### config.mk
export PLATFORM = sky130hd
export DESIGN_NAME = sram_req_bridge
export DESIGN_NICKNAME = d
export VERILOG_FILES = /design/src/rtl/sram_bridge_pkg.sv /design/src/rtl/sram_watchdog.sv /design/src/rtl/sram_req_bridge.sv
export SDC_FILE = /design/constraint.sdc
export NUM_CORES = 1
export LEC_CHECK = 0
export BUFFER_PORTS_ARGS = -buffer_cell sky130_fd_sc_hd__buf_2
export CORE_MARGIN = 10
export CORE_UTILIZATION = 52
export DETAILED_ROUTE_END_ITERATION = 7
export HOLD_SLACK_MARGIN = 0.02
export PLACE_DENSITY_LB_ADDON = 0.12
export SYNTH_ARGS = -nofsm -noshare
export SYNTH_HDL_FRONTEND = slang
export SYNTH_SLANG_ARGS = --single-unit
### constraint.sdc
create_clock -name clk -period 2.7 [get_ports clk]
set_input_delay 0.81 -clock clk [delete_from_list [all_inputs] [get_ports clk]]
set_output_delay 0.81 -clock clk [all_outputs]
set_load 0.02 [all_outputs]
### src/rtl/sram_bridge_pkg.sv
// -----------------------------------------------------------------------------
// sram_bridge_pkg
// Shared types and helpers for the CPU-to-SRAM request bridge:
//   - state_t     : bridge FSM states
//   - req_t       : latched CPU request payload (we / be / wdata)
//   - BE_FULL     : byte-enable pattern for a full-word store
//   - merge_bytes : byte-lane merge used by read-modify-write stores
// -----------------------------------------------------------------------------
package sram_bridge_pkg;

    localparam int unsigned DATA_W = 32;
    localparam int unsigned BE_W   = DATA_W / 8;

    localparam logic [BE_W-1:0] BE_FULL = 4'hF;

    typedef enum logic [2:0] {
        IDLE   = 3'd0,
        RD     = 3'd1,
        MERGE  = 3'd2,
        WR     = 3'd3,
        WDRAIN = 3'd4,
        ACK    = 3'd5
    } state_t;

    typedef struct packed {
        logic              we;
        logic [BE_W-1:0]   be;
        logic [DATA_W-1:0] wdata;
    } req_t;

    // Replace each byte lane of old_word whose enable is set with new_word's lane.
    function automatic logic [DATA_W-1:0] merge_bytes(
        input logic [DATA_W-1:0] old_word,
        input logic [DATA_W-1:0] new_word,
        input logic [BE_W-1:0]   be
    );
        logic [DATA_W-1:0] res;
        res = old_word;
        for (int i = 0; i < int'(BE_W); i++) begin
            if (be[i]) begin
                res[8*i +: 8] = new_word[8*i +: 8];
            end
        end
        return res;
    endfunction

endpackage

### src/rtl/sram_watchdog.sv
// -----------------------------------------------------------------------------
// sram_watchdog
// Cycle counter that flags when a memory stage has been waited on for
// TIMEOUT cycles. Used only when SRAM_BRIDGE_TIMEOUT_EN is defined.
//   clk, rst  : clock, synchronous active-high reset
//   clear     : restart the count at zero (has priority over enable)
//   enable    : count this cycle
//   expire_c  : combinational, high in the TIMEOUT-th enabled cycle
// -----------------------------------------------------------------------------
module sram_watchdog #(
    parameter int unsigned TIMEOUT = 15
) (
    input  logic clk,
    input  logic rst,
    input  logic clear,
    input  logic enable,
    output logic expire_c
);

    localparam int unsigned CNT_W = (TIMEOUT > 1) ? $clog2(TIMEOUT) : 1;

    logic [CNT_W-1:0] count;

    // Count holds 0..TIMEOUT-1; expiry fires on the last value.
    assign expire_c = enable && (count == CNT_W'(TIMEOUT - 1));

    always_ff @(posedge clk) begin
        if (rst) begin
            count <= '0;
        end else if (clear) begin
            count <= '0;
        end else if (enable && !expire_c) begin
            count <= count + CNT_W'(1);
        end
    end

endmodule

### src/rtl/sram_req_bridge.sv
// -----------------------------------------------------------------------------
// sram_req_bridge
// Bridges the CPU data-memory port onto the SRAM read and write stages. One
// access at a time; the CPU is stalled until the access is acknowledged.
// Partial-word stores are done as read / merge / full-word write.
//
// Build option: define SRAM_BRIDGE_TIMEOUT_EN to add a watchdog that abandons
// a read or write after TIMEOUT cycles and reports cpu_err with cpu_ack.
// Without it the bridge waits indefinitely and cpu_err stays 0.
//
// Ports:
//   clk, rst                 clock, synchronous active-high reset
//   cpu_req/we/be/addr/wdata CPU request (held stable until cpu_ack)
//   cpu_rdata, cpu_ack       load data and one-cycle completion pulse
//   cpu_err                  timeout flag, valid with cpu_ack
//   cpu_stall                combinational CPU pipeline hold
//   rd_ce, rd_addr           read-stage request and word address
//   rd_data, rd_fin          read-stage data and done
//   wr_ce, wr_addr, wr_data  write-stage request, word address, data
//   wr_fin                   write-stage done
// -----------------------------------------------------------------------------
module sram_req_bridge
    import sram_bridge_pkg::*;
#(
    parameter int unsigned ADDR_W  = 20,
    parameter int unsigned TIMEOUT = 15
) (
    input  logic              clk,
    input  logic              rst,

    input  logic              cpu_req,
    input  logic              cpu_we,
    input  logic [BE_W-1:0]   cpu_be,
    input  logic [31:0]       cpu_addr,
    input  logic [DATA_W-1:0] cpu_wdata,
    output logic [DATA_W-1:0] cpu_rdata,
    output logic              cpu_ack,
    output logic              cpu_err,
    output logic              cpu_stall,

    output logic              rd_ce,
    output logic [ADDR_W-1:0] rd_addr,
    input  logic [DATA_W-1:0] rd_data,
    input  logic              rd_fin,

    output logic              wr_ce,
    output logic [ADDR_W-1:0] wr_addr,
    output logic [DATA_W-1:0] wr_data,
    input  logic              wr_fin
);

    state_t state;
    state_t state_next;

    req_t              req_q;
    logic [DATA_W-1:0] buf_q;

    req_t              req_d;
    logic [DATA_W-1:0] buf_d;
    logic [DATA_W-1:0] cpu_rdata_d;
    logic              cpu_ack_d;
    logic              cpu_err_d;
    logic              rd_ce_d;
    logic [ADDR_W-1:0] rd_addr_d;
    logic              wr_ce_d;
    logic [ADDR_W-1:0] wr_addr_d;
    logic [DATA_W-1:0] wr_data_d;

    logic [ADDR_W-1:0] word_addr;
    logic              timeout_c;

    assign word_addr = cpu_addr[ADDR_W+1:2];

    // Watchdog: restarts on every state change, counts only while waiting on a stage.
`ifdef SRAM_BRIDGE_TIMEOUT_EN
    logic wd_clear;
    logic wd_enable;

    assign wd_clear  = (state_next != state);
    assign wd_enable = (state == RD) || (state == WR);

    sram_watchdog #(
        .TIMEOUT (TIMEOUT)
    ) u_watchdog (
        .clk      (clk),
        .rst      (rst),
        .clear    (wd_clear),
        .enable   (wd_enable),
        .expire_c (timeout_c)
    );
`else
    assign timeout_c = 1'b0;
`endif

    // State register.
    always_ff @(posedge clk) begin
        if (rst) begin
            state <= IDLE;
        end else begin
            state <= state_next;
        end
    end

    // Next-state logic; a fin always beats a same-cycle timeout.
    always_comb begin
        state_next = state;
        case (state)
            IDLE: begin
                if (cpu_req) begin
                    if (!cpu_we) begin
                        state_next = RD;
                    end else if (cpu_be == BE_FULL) begin
                        state_next = WR;
                    end else if (cpu_be == '0) begin
                        state_next = ACK;
                    end else begin
                        state_next = RD;
                    end
                end
            end
            RD: begin
                if (rd_fin) begin
                    state_next = req_q.we ? MERGE : ACK;
                end else if (timeout_c) begin
                    state_next = ACK;
                end
            end
            MERGE: begin
                state_next = WR;
            end
            WR: begin
                if (wr_fin) begin
                    state_next = WDRAIN;
                end else if (timeout_c) begin
                    state_next = ACK;
                end
            end
            // Write stage is back in idle once it drops wfin.
            WDRAIN: begin
                if (!wr_fin) begin
                    state_next = ACK;
                end
            end
            ACK: begin
                state_next = IDLE;
            end
            default: begin
                state_next = IDLE;
            end
        endcase
    end

    // Output / datapath next values; strobes follow the state being entered.
    always_comb begin
        req_d       = req_q;
        buf_d       = buf_q;
        cpu_rdata_d = cpu_rdata;
        rd_addr_d   = rd_addr;
        wr_addr_d   = wr_addr;
        wr_data_d   = wr_data;
        cpu_err_d   = 1'b0;
        rd_ce_d     = (state_next == RD);
        wr_ce_d     = (state_next == WR);
        cpu_ack_d   = (state_next == ACK);

        case (state)
            IDLE: begin
                if (cpu_req) begin
                    req_d.we    = cpu_we;
                    req_d.be    = cpu_be;
                    req_d.wdata = cpu_wdata;
                    if (state_next == RD) begin
                        rd_addr_d = word_addr;
                    end
                    if (state_next == WR) begin
                        wr_addr_d = word_addr;
                        wr_data_d = cpu_wdata;
                    end
                end
            end
            RD: begin
                if (rd_fin) begin
                    buf_d = rd_data;
                    if (!req_q.we) begin
                        cpu_rdata_d = rd_data;
                    end
                end else if (timeout_c) begin
                    cpu_err_d = 1'b1;
                end
            end
            MERGE: begin
                buf_d     = merge_bytes(buf_q, req_q.wdata, req_q.be);
                wr_data_d = buf_d;
                wr_addr_d = rd_addr;
            end
            WR: begin
                if (!wr_fin && timeout_c) begin
                    cpu_err_d = 1'b1;
                end
            end
            default: begin
            end
        endcase
    end

    // Registered outputs and request/data buffers.
    always_ff @(posedge clk) begin
        if (rst) begin
            req_q     <= '0;
            buf_q     <= '0;
            cpu_rdata <= '0;
            cpu_ack   <= 1'b0;
            cpu_err   <= 1'b0;
            rd_ce     <= 1'b0;
            rd_addr   <= '0;
            wr_ce     <= 1'b0;
            wr_addr   <= '0;
            wr_data   <= '0;
        end else begin
            req_q     <= req_d;
            buf_q     <= buf_d;
            cpu_rdata <= cpu_rdata_d;
            cpu_ack   <= cpu_ack_d;
            cpu_err   <= cpu_err_d;
            rd_ce     <= rd_ce_d;
            rd_addr   <= rd_addr_d;
            wr_ce     <= wr_ce_d;
            wr_addr   <= wr_addr_d;
            wr_data   <= wr_data_d;
        end
    end

    // Stall mirrors the request while idle so a new access holds the pipe at once.
    always_comb begin
        cpu_stall = 1'b0;
        if (!rst) begin
            case (state)
                IDLE:    cpu_stall = cpu_req;
                ACK:     cpu_stall = 1'b0;
                default: cpu_stall = 1'b1;
            endcase
        end
    end

    // Byte-offset and upper address bits carry no information for word accesses.
    logic unused_ok;
    assign unused_ok = ^{cpu_addr[1:0], cpu_addr[31:ADDR_W+2], 32'(TIMEOUT)};

endmodule

==> results of run 1 <==
## flip-flops by register name, indices dropped and copies added (netlist names)
register,count
wr_addr,20
rd_addr,20
cpu_rdata,32
req_q,37
buf_q,32
cpu_ack,1
rd_ce,1
state,3
wr_data,32
wr_ce,1
## synthesized netlist by cell type, types with 5 or more instances
cell type and count:
a211oi_1 5, a31oi_1 32, nor2_1 28, a21oi_1 168, nand4_1 21, nand2_1 257
clkbuf_1 66, a21o_1 32, buf_4 5, dfxtp_1 179, mux2i_1 33, buf_2 8
o31ai_1 20, a211oi_2 18, a21oi_2 8
## power breakdown
part | switching, mW | internal [mW]
clock network | 0.981 | 1.38
registers | 0.125 | 2.82
logic | 0.664 | 0.385
total | 1.77 | 4.59
## cell families (layout without fill, tap and decap cells)
kind of cell | Yosys count | after routing | synth area share [%]
AO/OA/AOI/OAI | 290 | 290 | 24.5
buffers and inverters | 85 | 256 | 4.88
AND/OR/NAND/NOR | 323 | 323 | 17.9
other | 1 | 4 | 0.0504
flip-flops | 179 | 179 | 48.2
multiplexers | 33 | 33 | 4.44
## metrics by stage
| stage | utilization (%) | setup WS [ps] |
|---|---|---|
| after global placement | 61.8 | 195 |
| final | 65.9 | 313 |
| after CTS | 65.8 | 313 |
| after global routing | 65.9 | 160 |
| after floorplan | - | 353 |
| after detailed placement | 61.8 | 108 |
## placed cells by master (no fill, tap or decap), types with 2 or more instances in the layout
cell and instances:
a211oi_1 5, mux2i_1 33, a21o_1 32, a21oi_2 8
and3_1 3, clkinvlp_4 2, diode_2 3, clkbuf_1 5
nor2_1 27, or2_2 2, a21oi_1 168, nor3_1 2
clkbuf_16 17, a31oi_1 32, o31ai_1 20, buf_4 18
nand2_1 256, dfxtp_1 179, a211oi_2 18, buf_2 200
buf_12 7, clkbuf_8 5, nand4_1 21
## worst paths after layout
path,from,endpoint,slack [ps],cells past startpoint
worst max-delay path,state[0],cpu_stall,310,5
worst min register to register,wr_data[11],wr_data[11],450,2
worst min-delay path,wr_data[11],wr_data[11],450,2
worst max register to register,state[1],wr_addr[5],440,6
## layout make-up
class | instances | area share [%]
tap | 180 | 2.45
sequential | 179 | 39.0
antenna | 3 | 0.0818
inverter | 1 | 0.0409
timing repair buffer | 225 | 13.9
clock buffer | 27 | 5.59
clock inverter | 3 | 0.491
multi-input combinational | 647 | 38.4
## layer usage
| layer | share of wire (%) | wire [µm] | track usage (%) |
|---|---|---|---|
| met2 | 46 | 10500 | 35.2 |
| met4 | 1.4 | 315 | 6.52 |
| met5 | 0.16 | 37 | 0 |
| met3 | 8.9 | 2030 | 8.30 |
| met1 | 43 | 9860 | 27.5 |
## worst max-delay path, cell delays in order (launching register included)
cell,delay [ps]
dfxtp_1,590
nor3_1,100
a21oi_1,130
nor2_1,50
nor2_1,90
buf_2,190
==> run metrics, run 1 <==
CTS Hold Buffers Added 0; I/O Pins 215; Crit Path Category flip-flop to output port; Storage cell area 3580 µm²; Netlist cell types 39; non-filler cells in the finished layout 1265; setup TNS 0 ps; post-route minimum period 2390 ps; clock skew 7.61 ps; crit path DAT ~1600 ps; pin count of the biggest net entering global routing 146; CTS Buffer Depth 2; cell taking the most area after synthesis dfxtp_1; vias in the first global route about 7000; class of the worst hold path flip-flop to flip-flop; Overflow after GRT 0; mapped cell area 7440 µm²; sequential-to-total area share from yosys stat 48.2%; Worst-Margin Slew 729 ps; total CTS buffers 17; post-CTS setup buffer count 0; Yosys Warn Count 0; Total GRT Usage approximately 22%; Critical Path Fanout Max 13; routed via count 7139; Yosys top cell area share between 40% and 50%; # rows 43; Total Wirelength 22.7 mm; final setup fails 0; Sink Count 179; flops & latches, synth around 180; Synth async-reset ratio 0%; post_cts resized 0; first-pass GRT wire length around 36 mm; pwr/cell area 692 nW/µm²; DIE AREA 19500 µm²; drt pass-1 iters 5; Multi-input gate area about 3500 µm²; Area Overhead vs Synth 23.4%; critical path endpoint category output port; die height about 140 µm; Clock Latency Late Sink roughly 430 ps; CTS tree built; starting density of the core roughly 53%; share of layout cells above drive strength 1 26.7%; Synth Flop Type dfxtp_1; Max Cap Viol 0; count of flip-flops with a built-in enable after synthesis 0; Leak Pwr between 3 and 4 nW; Placeable Area 13900 µm²; Worst Path Required between 1500 and 2000 ps; Nets 1177; RSZ-0062 raised after global routing false; drt via density between 5 and 6; post-DP HPWL 15.1 mm; post-place instance area 8620 µm²; fmax 0.419 GHz; Hold Slack 448 ps; DR iter-0 viols 556; final worst-path cycle share 88.4%; top cells by area, synth dfxtp_1 (48%), nand2_1 (13%), a21oi_1 (11%), mux2i_1 (4.4%), clkbuf_1 (3.3%); routability cong. 0.816; Die W 140 µm; Buffers on Ports 201; net count after synthesis 1017; Syn Inst Count 911; Hold Fails Final Rpt 0; Synth Area per Inst 8.17 µm²; VDD IR max 0.000480 V; placed cell count about 1200; initial antenna violation count 6; fill cell count ~1200; drt wl/cell ~18 µm; H-tree levels 4; CTS Root Buffer Type clkbuf_16; ANT nets after route 0; CP Launch Type flip-flop; number of remaining DRC errors 0; Final Total Pwr ~6.4 mW; Worst-path clk slew ~60 ps; Finished Cell Area 9180 µm²; Slew Viols, Final 0; outcome finished clean; slew margin rel. ~51%
(Power assumes the default switching activity.)
==> inputs of run 2 (changes only) <==
--- a/config.mk
+++ b/config.mk
@@ -5,6 +5,7 @@
 export SDC_FILE = /design/constraint.sdc
 export NUM_CORES = 1
 export LEC_CHECK = 0
+export ABC_AREA = 1
 export BUFFER_PORTS_ARGS = -buffer_cell sky130_fd_sc_hd__buf_2
 export CORE_MARGIN = 10
 export CORE_UTILIZATION = 52
==> run 2 against run 1 <==
Against the previous run: combinational power increased by 48%; routed wire length decreased by 2.6%; area after synthesis increased by 3.2%; synthesized cell count increased by 23%; first-iteration DRC count decreased by 11%; die area increased by 2.8%; sequential power increased by 6%; clock power increased by 5%; core utilization decreased by 1.3 points; critical path type unchanged; critical endpoint unchanged.
==> run metrics, run 2 <==
pwr/cell area 765 nW/µm² (+10%); Synth Flop Type dfxtp_1; critical path cell sequence inv_2 -> nand2_1 -> o21ai_0 -> a21oi_1 -> buf_2; clock skew 9.95 ps (+2.34 ps); CTS Hold Buffers Added 0 (unchanged); DR iter-0 viols 496 (-11%); Buf/Inv on CP 2 (+1); critical path endpoint category output port; post-place instance area 8760 µm² (+1.7%); routability cong. 0.837 (+2.6%); Clock Latency Late Sink 430 ps (about the same); CTS Buffer Depth 2 (unchanged); Total Wirelength 22.1 mm (-2.6%); first-pass GRT wire length 35.3 mm (-2.2%); Slew Viols, Final 0 (unchanged); Syn Inst Count 1122 (+23%); outcome finished clean; number of remaining DRC errors 0 (unchanged); non-filler cells in the finished layout 1483 (+17%); die height 142 µm (+1.4%); pre-CTS setup slack 208 ps (+99.8 ps); CTS Root Buffer Type clkbuf_16; Finished Cell Area 9350 µm² (+1.8%); total CTS buffers 17 (unchanged); net count after synthesis 1228 (+21%); Total GRT Usage 21.2% (-1.0 points); post-DP HPWL 14.8 mm (-1.6%); RSZ-0062 raised after global routing false; Worst-Margin Slew 636 ps (-92.9 ps); Buffers on Ports 201 (unchanged); VDD IR max 0.000472 V (-1.8%); most frequent cells in the layout nand2_1 (247), buf_2 (201), dfxtp_1 (179); cell taking the most area after synthesis dfxtp_1; most common cell after layout, fill and taps aside nand2_1; post-CTS setup buffer count 0 (unchanged); drt via density 5.06 (-10%); crit path DAT 1530 ps (-50 ps); top cells by area, synth dfxtp_1 (47%), nand2_1 (12%), o21ai_0 (11%), nor2_1 (6.7%), a21oi_1 (6.3%); # rows 44 (+2.3%); top post-synthesis cells by count nand2_1 (248), dfxtp_1 (179), o21ai_0 (162), nor2_1 (138), inv_1 (125); cell with the most instances after synthesis nand2_1; Top reg by flops req_q; Die W 142 µm (+1.4%); drt wl/cell 14.9 µm (-17%); DIE AREA 20000 µm² (+2.8%); flops & latches, synth 179 (unchanged); CP max stage delay 450 ps (-140 ps); Final Util 64.6% (-1.3 points); Max Cap Viol 0 (unchanged); Placeable Area 14500 µm² (+3.9%); CTS tree built; slew margin rel. 57.6% (+6.2 points); Worst-path clk slew 60 ps (about the same); placed cell count 1451 (+18%); pin count of the biggest net entering global routing 74 (-49%); Overflow after GRT 0 (unchanged); initial antenna violation count 2 (-4); final setup fails 0 (unchanged); starting density of the core 53.0% (-0.35 points); Sink Count 179 (unchanged); fmax 0.428 GHz (+2.2%); CP max-delay cell dfxtp_1; H-tree levels 4 (unchanged); max FFs per register 37 (unchanged); drt pass-1 iters 5 (unchanged); Hold Fails Final Rpt 0 (unchanged); class of the worst hold path flip-flop to flip-flop; count of flip-flops with a built-in enable after synthesis 0 (unchanged); Nets 1392 (+18%); routed via count 7499 (+5.0%); mapped cell area 7680 µm² (+3.2%); post_cts resized 0 (unchanged); Crit Path Category flip-flop to output port; Critical Path Fanout Max 5 (-8); final worst-path cycle share 86.5% (-1.9 points); Area Overhead vs Synth 21.7%; setup slack after layout 364 ps (+50.6 ps); share of layout cells above drive strength 1 20.8% (-5.9 points); fill cell count 1384 (+12%); Synth async-reset ratio 0% (unchanged); Leak Pwr 4.50 nW (+17%); post-route minimum period 2340 ps (-50.6 ps); Top delay family on crit path flip-flops; ANT nets after route 0 (unchanged); CP Launch Type flip-flop; Worst Path Required 1890 ps (about the same); setup TNS 0 ps (unchanged); vias in the first global route 7068 (+1.9%); Yosys Warn Count 0 (unchanged); Yosys top cell area share 46.7% (-1.5 points); I/O Pins 215 (unchanged); Netlist cell types 22 (-44%); Synth Area per Inst 6.84 µm² (-16%); sequential-to-total area share from yosys stat 46.7% (-1.5 points)
==> run 2: per-stage QoR <==
stage	power [mW]	hold slack (ps)
floorplan	4.23	424
CTS	7.19	459
global route	7.52	476
finish	7.15	456
detailed placement	4.72	449
global placement	4.70	446
==> run 2: logic make-up (layout without fill, tap and decap cells) <==
family | count (synthesis) | after routing | synth area share, %
other cells | 1 | 2 | 0.0488
simple gates | 423 | 423 | 21.8
buf+inv | 215 | 391 | 11.1
compound gates | 304 | 304 | 20.3
flops | 179 | 179 | 46.7
==> run 2: final cells by class <==
type / instances / area, µm² / area share [%]
timing repair buffer: 222 / 1180 / 12.6
antenna: 1 / 2.50 / 0.0268
clock inverter: 9 / 103 / 1.10
sequential: 179 / 3580 / 38.3
clock buffer: 22 / 484 / 5.18
multi-input combinational: 728 / 3250 / 34.8
inverter: 138 / 520 / 5.57
tap: 184 / 230 / 2.46
==> run 2: final timing paths <==
check	startpoint	endpoint	slack [ps]	depth (start not counted)
max	state[1]	cpu_stall	360	5
min	wr_data[2]	wr_data[2]	460	2
max reg2reg	state[0]	rd_addr[17]	550	11
min reg2reg	wr_data[2]	wr_data[2]	460	2
==> run 2: worst min-delay path, delay by kind of cell (launching register included) <==
family | cells | cell delay [ps]
AOI/OAI and AO/OA | 1 | 50
and+or+nand+nor | 1 | 60
DFF | 1 | 310
==> run 2: metal layers <==
layer | GRT usage, % | vias up | wire (µm)
met5 | 0 | - | 14
met4 | 5.33 | 4 | 257
met3 | 8.41 | 29 | 2000
met2 | 34.0 | 234 | 10400
met1 | 25.8 | 3323 | 9480
li1 | - | 3909 | -
==> run 2: power breakdown <==
group / internal, mW / total (mW) / leakage [nW] / switching [mW]
Clock: 1.45 / 2.48 / 0.296 / 1.02
Combinational: 0.499 / 1.55 / 2.74 / 1.05
Sequential: 2.96 / 3.13 / 1.46 / 0.166
Total: 4.91 / 7.15 / 4.50 / 2.24
